### config.mk
export PLATFORM = sky130hd
export DESIGN_NAME = sram_arbiter
export DESIGN_NICKNAME = d
export VERILOG_FILES = /design/src/rtl/sram_arbiter.sv
export SDC_FILE = /design/constraint.sdc
export NUM_CORES = 1
export LEC_CHECK = 0
export BUFFER_PORTS_ARGS = -buffer_cell sky130_fd_sc_hd__buf_2
export CAP_MARGIN = 20
export CORE_MARGIN = 2
export CORE_UTILIZATION = 48
export DETAILED_ROUTE_END_ITERATION = 10
export GPL_TIMING_DRIVEN = 0
export PLACE_DENSITY = 0.86
export SLEW_MARGIN = 20
export SYNTH_ARGS = -nofsm -noshare
export SYNTH_HDL_FRONTEND = slang
export SYNTH_SLANG_ARGS = --single-unit
### constraint.sdc
create_clock -name i_clk -period 2.3 [get_ports i_clk]
set_input_delay 0.23 -clock i_clk [delete_from_list [all_inputs] [get_ports i_clk]]
set_output_delay 0.23 -clock i_clk [all_outputs]
set_load 0.01 [all_outputs]
### src/rtl/sram_arbiter.sv
// Arbitrates a single-port async SRAM between a display reader and one writer.
// Display reads always win; all SRAM-side outputs are registered.
module sram_arbiter #(
  parameter int ADDR_W       = 20,
  parameter int DATA_W       = 16,
  parameter int STARVE_LIMIT = 8
) (
  input  logic              i_clk,
  input  logic              i_rst,
  input  logic              i_disp_req,
  input  logic [ADDR_W-1:0] i_disp_addr,
  output logic [DATA_W-1:0] o_disp_data,
  output logic              o_disp_valid,
  input  logic              i_wr_req,
  input  logic [ADDR_W-1:0] i_wr_addr,
  input  logic [DATA_W-1:0] i_wr_data,
  output logic              o_wr_ack,
  output logic              o_wr_starved,
  output logic [ADDR_W-1:0] o_SRAM_ADDR,
  output logic [DATA_W-1:0] o_SRAM_DQ,
  output logic              o_SRAM_DQ_OE,
  input  logic [DATA_W-1:0] i_SRAM_DQ,
  output logic              o_SRAM_CE_N,
  output logic              o_SRAM_OE_N,
  output logic              o_SRAM_WE_N,
  output logic              o_SRAM_LB_N,
  output logic              o_SRAM_UB_N
);

  // state   | meaning
  // S_IDLE  | no SRAM access this cycle, all strobes inactive
  // S_READ  | display word being read from the SRAM this cycle
  // S_WRITE | writer word being driven into the SRAM this cycle
  localparam logic [1:0] S_IDLE  = 2'd0;
  localparam logic [1:0] S_READ  = 2'd1;
  localparam logic [1:0] S_WRITE = 2'd2;

  localparam logic [7:0] STARVE_LIM = 8'(STARVE_LIMIT);

  logic [1:0] state;
  logic [1:0] state_nxt;
  logic [7:0] starve_cnt;

  always_comb begin
    state_nxt = S_IDLE;
    if (i_disp_req)
      state_nxt = S_READ;
    else if (i_wr_req)
      state_nxt = S_WRITE;
  end

  always_ff @(posedge i_clk) begin
    if (i_rst) begin
      state        <= S_IDLE;
      o_SRAM_ADDR  <= '0;
      o_SRAM_DQ    <= '0;
      o_SRAM_DQ_OE <= 1'b0;
      o_SRAM_CE_N  <= 1'b1;
      o_SRAM_OE_N  <= 1'b1;
      o_SRAM_WE_N  <= 1'b1;
      o_SRAM_LB_N  <= 1'b1;
      o_SRAM_UB_N  <= 1'b1;
      o_disp_data  <= '0;
      o_disp_valid <= 1'b0;
      o_wr_ack     <= 1'b0;
      starve_cnt   <= 8'd0;
      o_wr_starved <= 1'b0;
    end else begin
      state <= state_nxt;

      // Read data is captured at the edge that ends the read cycle.
      o_disp_valid <= (state == S_READ);
      if (state == S_READ)
        o_disp_data <= i_SRAM_DQ;

      o_wr_ack     <= (state_nxt == S_WRITE);
      o_SRAM_DQ_OE <= (state_nxt == S_WRITE);
      o_SRAM_CE_N  <= (state_nxt == S_IDLE);
      o_SRAM_OE_N  <= (state_nxt != S_READ);
      o_SRAM_WE_N  <= (state_nxt != S_WRITE);
      o_SRAM_LB_N  <= (state_nxt == S_IDLE);
      o_SRAM_UB_N  <= (state_nxt == S_IDLE);

      case (state_nxt)
        S_READ:  o_SRAM_ADDR <= i_disp_addr;
        S_WRITE: begin
          o_SRAM_ADDR <= i_wr_addr;
          o_SRAM_DQ   <= i_wr_data;
        end
        default: ;
      endcase

      if (i_wr_req && (state_nxt != S_WRITE)) begin
        if (starve_cnt != 8'hFF)
          starve_cnt <= starve_cnt + 8'd1;
      end else begin
        starve_cnt <= 8'd0;
      end

      // Flag follows the counter by one cycle; it never changes the grant.
      o_wr_starved <= (starve_cnt >= STARVE_LIM);
    end
  end

endmodule

==> flow_results.org, run 1 <==
** Drt
- Number of search-and-repair iterations in the first detailed-routing pass :: 4
- The detail route stage leaves a number of antenna-violating nets equal to 0.
- In this run, the number of DRC markers left after iteration 0 of detailed routing was 133.
- Using the TritonRoute via totals, the vias-per-cell ratio works out to 4.83.
- The final layout contains routed wiring with a total length of 6350 um.
- After detailed routing, the number of remaining DRC violations is 0.
- After detailed routing, the average wire length per cell comes to ~12 um.
- Across all layers, the routed design uses about 2500 vias.

** GRT
- First-pass GRT wire length :: 10200 um
- Total overflow reported by the global router :: 0
- Met3 Usage GRT :: under 10%
- Busiest metal layer after global routing :: met2
- Global-route usage over all layers :: about a fifth
- For this run, global-route usage on met1 was measured as between 20 and 25%.
- Global routing used 35.7% of the available met2 tracks.
- Entering global routing, the biggest net connects 11 pins.
- Via count of the first global-routing pass :: between 2000 and 2500
- The number of antenna violations at the first check in global routing was 0.

** STA
- At the pin with the least slew margin, the transition time is between 400 and 500 ps.
- The final hold violation count is 0.
- Setup repair after global routing left no endpoint under its margin.
- Final worst path period need :: 1410 ps
- Setup violations remaining at the end of the flow were counted as 0.
- The number of slew-limit violations in the final report was 0.
- Derived from the worst setup path, the maximum achievable clock frequency is 709 MHz.
- Across the routed clock network, the largest skew measured is between 4 and 5 ps.
- Setup total negative slack :: 0 ps
- Dividing the final minimum period by the clock period gives slightly above 60%.
- On the final layout, the worst hold slack is ~140 ps.
- Headroom to the max-slew limit :: 69.0%

** Clock tree
- Buffers added to address setup during post-CTS repair amount to 0.
- TritonCTS built the clock tree.
- Clock slew seen by the registers of the worst setup and hold paths :: roughly 70 ps
- Clock Path Buffers :: 2
- Clock latency of the later-clocked register in the worst-skew pair :: between 300 and 400 ps
- The clock drives 67 sinks.
- Clock root buffer master :: clkbuf_8
- The number of gates resized after CTS was 0.
- The H-tree was split into 3 levels.
- Hold buffer count at CTS :: 0
- Counting the buffers created by CTS gives 9.

** Min path
- The min-delay analysis places its worst path in the category in2reg.
- Worst Hold Launch :: i_disp_addr[11]

** Critical path
- Timing endpoint of the critical path :: starve_cnt[3]
- Reg-to-reg setup timing slack :: ~890 ps
- STA classifies the critical path endpoint as a register.
- Setup crit start :: starve_cnt[0]
- In this run the critical register-to-register path is launched from starve_cnt[0].
- Critical Path Start Type :: register
- Data arrival at the endpoint of the critical path :: between 1500 and 2000 ps
- STA puts the critical path data required time at approximately 2500 ps.
- R2R Path End :: starve_cnt[3]
- The worst setup path is of the reg2reg kind.
- Biggest fanout along the worst timing path :: 7
- Cells on worst reg2reg path :: 4

** Logic synthesis
- Yosys reg bits :: 67
- After technology mapping, the gate count stands at roughly 300.
- Leading register cell type out of synthesis :: dfxtp_1
- Number of enable-type register cells in the synthesized netlist :: 0
- Post-synthesis xor/xnor area fraction :: 0%
- After Yosys synthesis, full adders, half adders and majority gates account for 0.934% of the synthesized area.
- Fraction of post-synthesis cell area in the top cell type by area :: 50.1%
- Number of warnings reported in the yosys synthesis log :: 0
- Of the post-synthesis cell area, the part taken by muxes is between 10% and 20%.
- Yosys top cell by area :: dfxtp_1
- Fraction of synthesis flops using an asynchronous set or reset pin :: 0%
- Combinational family with the most area after synthesis :: simple AND/OR/NAND/NOR gates
- Summing every instance area after synthesis gives about 0.0027 mm^2.
- The synthesized netlist contains 26 unique library cells.
- Post-Synthesis Net Count :: around 380
- By area the synthesized netlist is led by dfxtp_1 (50%), nand2_1 (9.5%), mux2_2 (8.4%), mux2i_1 (7.5%), a21oi_1 (7.1%).
- Synthesized-area fraction occupied by ao, oa, aoi and oai cells :: between 9 and 10%
- Synthesized-area fraction occupied by and/or/nand/nor cells :: between 10% and 20%
- Each instance of the synthesized netlist takes up on average around 9.0 um^2.
- Sequential elements use 50.1% of the synthesized area.

** Layout
- Number of fill cells in the layout :: about 460
- Area occupied by multi-input gates :: between 0.001 and 0.0015 mm^2
- From synthesis to final layout, the design area changed by 35.5%.
- Across the whole layout, storage elements account for between 0.001 and 0.0015 mm^2.
- The number of antenna diodes in the final layout is 0.
- Fin nets :: around 520
- In the final layout, the share of cells above drive strength 1 is about two fifths.

** Power
- Across the VDD grid, the largest voltage drop is between 0.3 and 0.4 mV.
- Pwr dens :: 679 mW/mm^2
- Power, Total :: around 2.5 mW
- Summed over all cells, the static leakage comes to about 1.8 nW.

** Status
- The run finished with clean final reports.

** Floorplanning
- For this configuration, the core starts out at a cell density of about half.
- Count of boundary I/O pins :: ~140
- Die Area :: between 0.006 and 0.007 mm^2
- Core Region :: between 0.005 and 0.006 mm^2
- FP Rows :: 27
- Die Y :: between 70 and 80 um
- From left edge to right edge, the die measures 78.7 um.

** Run
- Number of maximum-capacitance violations :: 0

** Placed design
- In this run the tool buffered the top-level ports with between 100 and 150 buffer cells.
- The wire-length estimate of the detail-placed layout is 4870 um.
- Final GP Congestion :: around 0.84
==> metal layers <==
layer | routed length, um | part of all wire (%)
met1 | 2680 | 42
met2 | 3170 | 50
met3 | 439 | 6.9
met4 | 65 | 1.0
met5 | 0 | 0
==> Yosys cell counts (3+ instances only) <==
| master | number |
|---|---|
| mux2_2 | 20 |
| and3_1 | 3 |
| buf_4 | 9 |
| inv_1 | 5 |
| mux2i_1 | 20 |
| a21oi_1 | 38 |
| a31oi_1 | 3 |
| buf_2 | 6 |
| nand2_1 | 68 |
| nor2_1 | 23 |
| dfxtp_1 | 67 |
| nand2b_1 | 4 |
| buf_1 | 3 |
| nor3_1 | 8 |
| nand3_1 | 4 |
==> cells by family after synthesis <==
kind of cell	Yosys count
compound gates	46
buf+inv	27
simple gates	117
mux	40
flops	67
fa+ha+maj	2
==> worst min-delay path by stage <==
stage                       to  depth (start not counted)
3_3_place_gp    o_disp_data[3]                          2
5_1_grt        o_SRAM_ADDR[17]                          3
4_1_cts        o_disp_data[14]                          3
6_report       o_SRAM_ADDR[11]                          3
3_5_place_dp     o_SRAM_DQ[15]                          2
2_1_floorplan      o_SRAM_OE_N                          1
==> final cells by class <==
cell class	instances	area share [%]
repair buffers	135	18.6
well taps	72	2.48
inverters	5	0.517
clock buffers	13	4.93
plain buffers	22	3.65
clock inverters	1	0.207
multi-input cells	205	32.7
flip-flops and latches	67	36.9
==> sequential cells by signal, indices dropped and copies added (netlist names) <==
register	count
o_disp_valid	1
o_SRAM_DQ	16
o_SRAM_WE_N	1
o_disp_data	16
o_SRAM_DQ_OE	1
o_SRAM_UB_N	1
state	1
o_wr_starved	1
o_SRAM_OE_N	1
starve_cnt	8
o_SRAM_ADDR	20
==> through the flow <==
step                instances  instance area, um^2  worst slack, ps  util, %
detailed placement        506                 3440              937     63.3
global placement          506                 3440              985     63.3
finish                    520                 3630              890     66.8
floorplan                 299                 2680             1110        -
CTS                       520                 3630              920     66.8
global route              520                 3630              776     66.8
==> layout by cell type (no fill, tap or decap), types with 2 or more instances in the layout <==
cell	Yosys	routed
buf_2	6	141
nand2_1	68	68
dfxtp_1	67	67
a21oi_1	38	38
nor2_1	23	23
mux2_2	20	20
mux2i_1	20	20
clkbuf_8	0	13
buf_4	9	9
nor3_1	8	8
inv_1	5	5
nand2b_1	4	4
nand3_1	4	4
buf_1	3	3
and3_1	3	3
a31oi_1	3	3
nor2b_1	2	2
and4_1	2	2
nand4_1	2	2
a211oi_1	2	2
o21ai_0	2	2
clkbuf_1	2	2
ha_1	2	2
==> report_power, final <==
| part | total (mW) | internal [mW] | switching, mW |
|---|---|---|---|
| registers | 1.25 | 1.22 | 0.0280 |
| clock network | 0.888 | 0.498 | 0.390 |
| logic | 0.331 | 0.169 | 0.162 |
| total | 2.46 | 1.88 | 0.580 |
==> critical path: stages (launching register included) <==
cell	delay [ps]
dfxtp_1	460
ha_1	320
and4_1	290
a21oi_1	90
nor3_1	170
Note: power is estimated with default switching activity, not from simulation.
==> inputs of run 2 (changes only) <==
CORE_UTILIZATION = 45   (was 48)
PLACE_DENSITY = 0.81   (was 0.86)
clock period = 1.4 ns   (was 2.3 ns; I/O delays follow)
==> flow_results.org, run 2 (same netlist as run 1, synthesis figures left out) <==
** Status
- Outcome :: completed

** Power
- The final total power is 4.73 mW (+92%).
- Part of the power in registers :: 43.3% (-7.2 points)
- The portion of total power attributed to the clock network came to 45.2% (+9.2 points).
- The worst-case vdd ir drop came to 0.675 mV (+100%).
- The net switching fraction of the power was 21.9% (-1.6 points).
- Pwr dens :: 1270 mW/mm^2 (+87%)
- The standby leakage power was 1.81 nW (+2.1%).
- The total net switching power is 1.04 mW (+78%).
- Proportion of power drawn by combinational gates :: 11.6% (-1.8 points)
- Design internal power :: 3.69 mW (+96%)

** GRT
- Global-route usage over all layers :: 20.4% (-0.24 points)
- The first-pass GRT wire length was 10300 um (+1.0%).
- The number of antenna violations at the first check in global routing was 0 (unchanged).
- Via count of the first global-routing pass :: 2333 (-1.9%)
- Largest net degree at the start of global routing :: 13 (+2)
- The total congestion overflow is 0 (unchanged).

** Floorplanning
- The core outline area came to 0.00585 mm^2 (+7.6%).
- The initial standard-cell utilization of the core was 45.8% (-3.5 points).
- The area of the die came to 0.00659 mm^2 (+6.3%).
- Die Y :: 81.2 um (+3.1%)
- Horizontal extent of the die :: 81.2 um (+3.1%)
- The number of placement rows is 28 (+3.7%).
- The top-level I/O count is 137 (unchanged).

** Drt
- The routed wire length per instance was 12.7 um (+4.0%).
- Via-per-instance ratio :: 4.87 (+0.78%)
- The via count of the routed design came to 2556 (+1.8%).
- Number of nets with antenna violations after routing :: 0 (unchanged)
- Number of remaining DRC errors :: 0 (unchanged)
- The initial DRC count came to 85 (-36%).
- Number of search-and-repair iterations in the first detailed-routing pass :: 4 (unchanged)
- The overall routed net length is 6670 um (+5.0%).

** Critical path
- Cells on worst reg2reg path :: 4 (unchanged)
- Critical Path Start Type :: register
- Setup crit start :: starve_cnt[1]
- Reg-to-reg setup timing slack :: 120 ps (-770 ps)
- Data arrival at the endpoint of the critical path :: 1530 ps (-120 ps)
- Worst endpoint required time :: 1650 ps (-890 ps)
- Reg-to-Reg Start :: starve_cnt[1]
- Type of destination of the critical path :: register
- R2R Path End :: starve_cnt[1]
- The critical path is of the reg2reg type.
- Timing endpoint of the critical path :: starve_cnt[1]
- The maximum fanout count along the critical path is 7 (unchanged).

** STA
- The maximum clock skew at final layout came to 4.67 ps (-0.0902 ps).
- Setup repair after global routing left no endpoint under its margin.
- Setup total negative slack :: 0 ps (unchanged)
- Final critical-path share of the clock period :: 91.5% (+30 points)
- Headroom to the max-slew limit :: 62.2% (-6.8 points)
- Achievable clock frequency :: 781 MHz (+10%)
- The final worst slack came to 120 ps (-771 ps).
- The final hold violation count was 0 (unchanged).
- Final worst path period need :: 1280 ps (-129 ps)
- The count of endpoints failing setup in the final report came to 0 (unchanged).
- The slew at the pin closest to its max-slew limit came to 568 ps (+102 ps).
- Worst slack on hold paths :: 35.6 ps (-109 ps)
- Number of max-slew violations in the final report :: 0 (unchanged)

** Placed design
- The cell count after placement came to 509 (+0.59%).
- The post-DP HPWL came to 5080 um (+4.2%).
- The pre-CTS worst setup slack was 24.5 ps (-913 ps).
- Final GP Congestion :: 0.788 (-6.0%)
- The number of buffers inserted by port buffering is 135 (unchanged).
- The placement-stage cell area is 0.00345 mm^2 (+0.11%).

** Layout
- Layout overhead on the synthesized area :: 39.1%
- Largest register FFs :: 20 (unchanged)
- Area of all sequential standard cells :: 0.00134 mm^2 (+0.19%)
- In the final layout, the registers with the most flip-flops are o_SRAM_ADDR: 20 flops, o_SRAM_DQ: 16 flops, o_disp_data: 16 flops.
- Post-Layout Cell Count :: 525 (+0.96%)
- o_SRAM_ADDR holds more flip-flops than any other register.
- The number of fillers in the final layout was 504 (+9.1%).
- Fraction of final layout cells sized beyond drive strength 1 :: 42.4% (+0.93 points)
- Area of all placed cells without fillers :: 0.00373 mm^2 (+2.7%)
- The library cell used most frequently in the layout, excluding fill and tap cells, is buf_2.
- The net total in the final layout came to 523 (unchanged).
- Leading cell types in the layout, fill and taps excluded :: buf_2 (141), nand2_1 (68), dfxtp_1 (65), a21oi_1 (38), nor2_1 (23)
- The total area of multi-input combinational cells was 0.00119 mm^2 (+0.21%).
- The number of diodes added for antenna fixing is 0 (unchanged).
- The core utilization of the finished layout is 63.7% (-3.1 points).

** Clock tree
- The total number of clock tree sinks is 67 (unchanged).
- The CTS buffer count came to 9 (unchanged).
- The insertion delay to the later sink of the worst-skew pair was 330 ps (+20 ps).
- TritonCTS built the clock tree.
- H-tree levels :: 3 (unchanged)
- Clock slew seen by the registers of the worst setup and hold paths :: 80 ps (about the same)
- Clock Path Buffers :: 2 (unchanged)
- The tree is rooted in a clkbuf_8.

** Min path
- The tightest min-delay check is of the in2reg type.

** Run
- The reported max-cap violation count came to 0 (unchanged).
## run 2: cell types whose count changed in the layout (fill, tap and decap cells not counted), sizes merged
cell / previous run / this run
bufinv: 0 / 4
clkbuf: 16 / 13
clkinv: 0 / 1
## run 2: worst min-delay path by stage
stage,from,end,slack (ps),cells past startpoint
floorplan,i_rst,o_SRAM_OE_N,260,1
global placement,i_disp_addr[10],o_SRAM_ADDR[10],380,3
detailed placement,i_disp_addr[0],o_SRAM_ADDR[0],390,3
CTS,i_wr_data[6],o_SRAM_DQ[6],20,3
global route,i_wr_data[11],o_SRAM_DQ[11],30,3
finish,i_wr_data[6],o_SRAM_DQ[6],40,3
## run 2: metal layers
layer	vias to the layer above	track usage [%]	part of all wire, %
li1	1290	-	-
met1	1141	23.2	41
met2	112	36.7	50
met3	13	4.67	7.2
met4	0	8.31	1.7
met5	-	0	0
## run 2: power by group through the flow
stage	clock (mW)	sequential (mW)	combinational (mW)
4_1_cts	2.19	2.05	0.556
3_5_place_dp	0	2.09	0.554
5_1_grt	2.26	2.06	0.609
6_report	2.14	2.05	0.547
3_3_place_gp	0	2.08	0.537
2_1_floorplan	0	2.13	0.257
## run 2: final cells by class
| type | instances | area share [%] |
|---|---|---|
| plain buffers | 22 | 3.56 |
| inverters | 5 | 0.504 |
| multi-input cells | 205 | 31.9 |
| clock buffers | 10 | 3.69 |
| well taps | 75 | 2.52 |
| clock inverters | 6 | 3.66 |
| repair buffers | 135 | 18.1 |
| flip-flops and latches | 67 | 36.1 |
## run 2: timing repair
item / CTS / global route
hold buffers: 0 / 0
endpoints found under the setup margin: 3 / 4
resized for setup: 1 / 2
setup buffers: 0 / 0
pin swaps: 0 / 0
## run 2: worst max-delay path, cell delays in order, from the launching register on
cell     delay [ps]
dfxtp_2         400
ha_2            260
and4_1          290
nand3_1         100
a21oi_1         150
==> inputs of run 3 (changes only) <==
MAX_ROUTING_LAYER = met4   (was not set)
SKIP_LAST_GASP = 1   (was not set)
==> flow_results.org, run 3 (same netlist as run 1, synthesis figures left out) <==
** Layout
- The area added between synthesis and finish came to 39.1% (unchanged).
- Fin nets :: 523 (unchanged)
- Diodes inserted :: 0 (unchanged)
- Post-Layout Cell Count :: 525 (unchanged)
- Top flop regs :: o_SRAM_ADDR: 20 flops, o_SRAM_DQ: 16 flops, o_disp_data: 16 flops
- The top cell types in the final layout, fill and taps aside, are buf_2 (141), nand2_1 (68), dfxtp_1 (65), a21oi_1 (38), nor2_1 (23).
- The number of fillers in the final layout is 504 (unchanged).
- The library cell used most frequently in the layout, excluding fill and tap cells, is buf_2.
- The share of post-route cells with drive strength above 1 was 42.4% (unchanged).
- Post-layout util :: 63.7% (unchanged)
- Area occupied by multi-input gates :: 0.00119 mm^2 (unchanged)
- Top reg by flops :: o_SRAM_ADDR
- Largest register FFs :: 20 (unchanged)
- The storage element area came to 0.00134 mm^2 (unchanged).

** GRT
- The global-route total usage across every layer was 21.2% (+0.78 points).
- The number of antenna violations at the first check in global routing was 0 (unchanged).
- The largest net degree at the start of global routing came to 13 (unchanged).
- Total overflow reported by the global router :: 0 (unchanged)
- Via count of the first global-routing pass :: 2322 (-0.47%)
- The first-pass GRT wire length was 10300 um (+0.20%).

** Placed design
- The placer congestion estimate was 0.799 (+1.4%).
- The post-DP HPWL came to 5080 um (unchanged).
- The cell count after placement was 509 (unchanged).
- The number of buffers inserted by port buffering came to 135 (unchanged).

** STA
- The post-route clock period utilization came to 91.2% (-0.30 points).
- The time the worst path needs with I/O delays and setup came to 1280 ps (-4.22 ps).
- Achievable clock frequency :: 784 MHz (+0.33%)
- Headroom to the max-slew limit :: 62.4% (+0.20 points)
- The final hold violation count was 0 (unchanged).
- Worst setup skew after layout :: 4.87 ps (+0.197 ps)
- Number of max-slew violations in the final report :: 0 (unchanged)
- Count of endpoints failing setup in the final report :: 0 (unchanged)
- Measured slew at the worst slew-check pin :: 565 ps (-2.95 ps)
- Setup total negative slack :: 0 ps (unchanged)
- Setup repair after global routing left no endpoint under its margin.

** Power
- The worst-case vdd ir drop came to 0.674 mV (-0.14%).
- The standby leakage power came to 1.81 nW (unchanged).
- Power, Total :: 4.73 mW (+0.14%)
- The power density of the placed cells is 1270 mW/mm^2 (+0.14%).

** Drt
- The overall routed net length is 6680 um (about the same).
- The routed wire length per instance was 12.7 um (about the same).
- The number of nets with antenna violations after detailed routing was 0 (unchanged).
- Routed via count :: 2568 (+0.47%)
- The via density per instance was 4.89 (+0.47%).
- The DRC violation count after routing was 0 (unchanged).
- Initial drt markers :: 91 (+7.1%)
- Number of search-and-repair iterations in the first detailed-routing pass :: 4 (unchanged)

** Clock tree
- H-tree levels :: 3 (unchanged)
- The maximum clock path buffer count is 2 (unchanged).
- Clock latency of the later-clocked register in the worst-skew pair :: 330 ps (about the same)
- Clock root buffer master :: clkbuf_8
- TritonCTS built the clock tree.
- Hold buffer count at CTS :: 0 (unchanged)
- Number of clock buffers inserted by TritonCTS :: 9 (unchanged)
- The total number of clock tree sinks came to 67 (unchanged).
- Clock slew seen by the registers of the worst setup and hold paths :: 80 ps (about the same)

** Floorplanning
- The top-level I/O count came to 137 (unchanged).
- The die boundary width was 81.2 um (unchanged).
- Die Y :: 81.2 um (unchanged)
- The core outline area came to 0.00585 mm^2 (unchanged).
- Initial Util :: 45.8% (unchanged)
- The number of placement rows was 28 (unchanged).
- The area of the die was 0.00659 mm^2 (unchanged).

** Critical path
- Reg-to-reg setup timing slack :: 120 ps (about the same)
- Type of destination of the critical path :: register
- The delay of the slowest cell on the worst path came to 400 ps (about the same).
- Crit path buffers/inverters :: 0 (unchanged)
- STA classifies the critical path startpoint as a register.
- CP Cell Sequence :: ha_2, and4_1, nand3_1, a21oi_1
- Setup crit start :: starve_cnt[1]
- Cells on worst reg2reg path :: 4 (unchanged)
- In this run the critical register-to-register path is captured at starve_cnt[1].
- Worst endpoint required time :: 1660 ps (about the same)
- The most critical setup path has its endpoint at starve_cnt[1].
- Reg-to-Reg Start :: starve_cnt[1]
- The maximum fanout count along the critical path came to 7 (unchanged).
- Critical-path top delay cell :: dfxtp_2
- Among cell families on the critical path, the largest total delay comes from flip-flops.
- The critical path is of the reg2reg type.
- Data arrival at the endpoint of the critical path :: 1530 ps (about the same)
- Total number of cells along the worst setup path :: 4 (unchanged)

** Run
- The reported max-cap violation count is 0 (unchanged).

** Status
- Outcome :: completed

** Min path
- The min-delay analysis places its worst path in the category in2reg.
run 3: cell counts in the layout (fill, tap and decap cells not counted):
Identical to the previous run, type by type.
run 3: metal layers:
layer,wire [um],GRT usage [%],vias to the layer above
met4,112,8.31,0
met3,518,4.78,13
met1,2680,23.8,1153
li1,-,-,1291
met2,3370,36.5,111
met5,0,-,-
run 3: report_power, final:
part / switching [mW] / internal (mW)
Clock: 0.728 / 1.41
Combinational: 0.269 / 0.278
Sequential: 0.0456 / 2.00
run 3: stage by stage:
step / instance area (um^2) / hold WS [ps] / worst slack [ps]
global placement: 3450 / 376 / 79.7
floorplan: 2680 / 264 / 209
finish: 3730 / 31.4 / 124
detailed placement: 3450 / 385 / 24.5
global route: 3730 / 24.4 / 38.0
CTS: 3720 / 22.5 / 33.3
run 3: worst min-delay path: stages:
cell and delay [ps]:
buf_2 90, nand2_1 40, a21oi_1 50
run 3: what timing repair did:
item,in CTS,in global routing
endpoints found under the setup margin,3,4
pin swaps,0,0
gates resized for setup,1,2
setup buffers,0,0
cloned,0,0
run 3: area by class of cell:
type | count | share of cell area, %
Sequential cell | 67 | 36.1
Buffer | 22 | 3.56
Inverter | 5 | 0.504
Clock buffer | 10 | 3.69
Clock inverter | 6 | 3.66
Timing Repair Buffer | 135 | 18.1
Multi-Input combinational cell | 205 | 31.9
Tap cell | 75 | 2.52
run 3: worst min path at each step:
stage / start / to / slack (ps) / cells after the start
after floorplan: i_rst / o_SRAM_OE_N / 260 / 1
after global placement: i_disp_addr[10] / o_SRAM_ADDR[10] / 380 / 3
after detailed placement: i_disp_addr[0] / o_SRAM_ADDR[0] / 390 / 3
after CTS: i_wr_data[6] / o_SRAM_DQ[6] / 20 / 3
after global routing: i_wr_data[11] / o_SRAM_DQ[11] / 20 / 3
final: i_wr_data[6] / o_SRAM_DQ[6] / 30 / 3
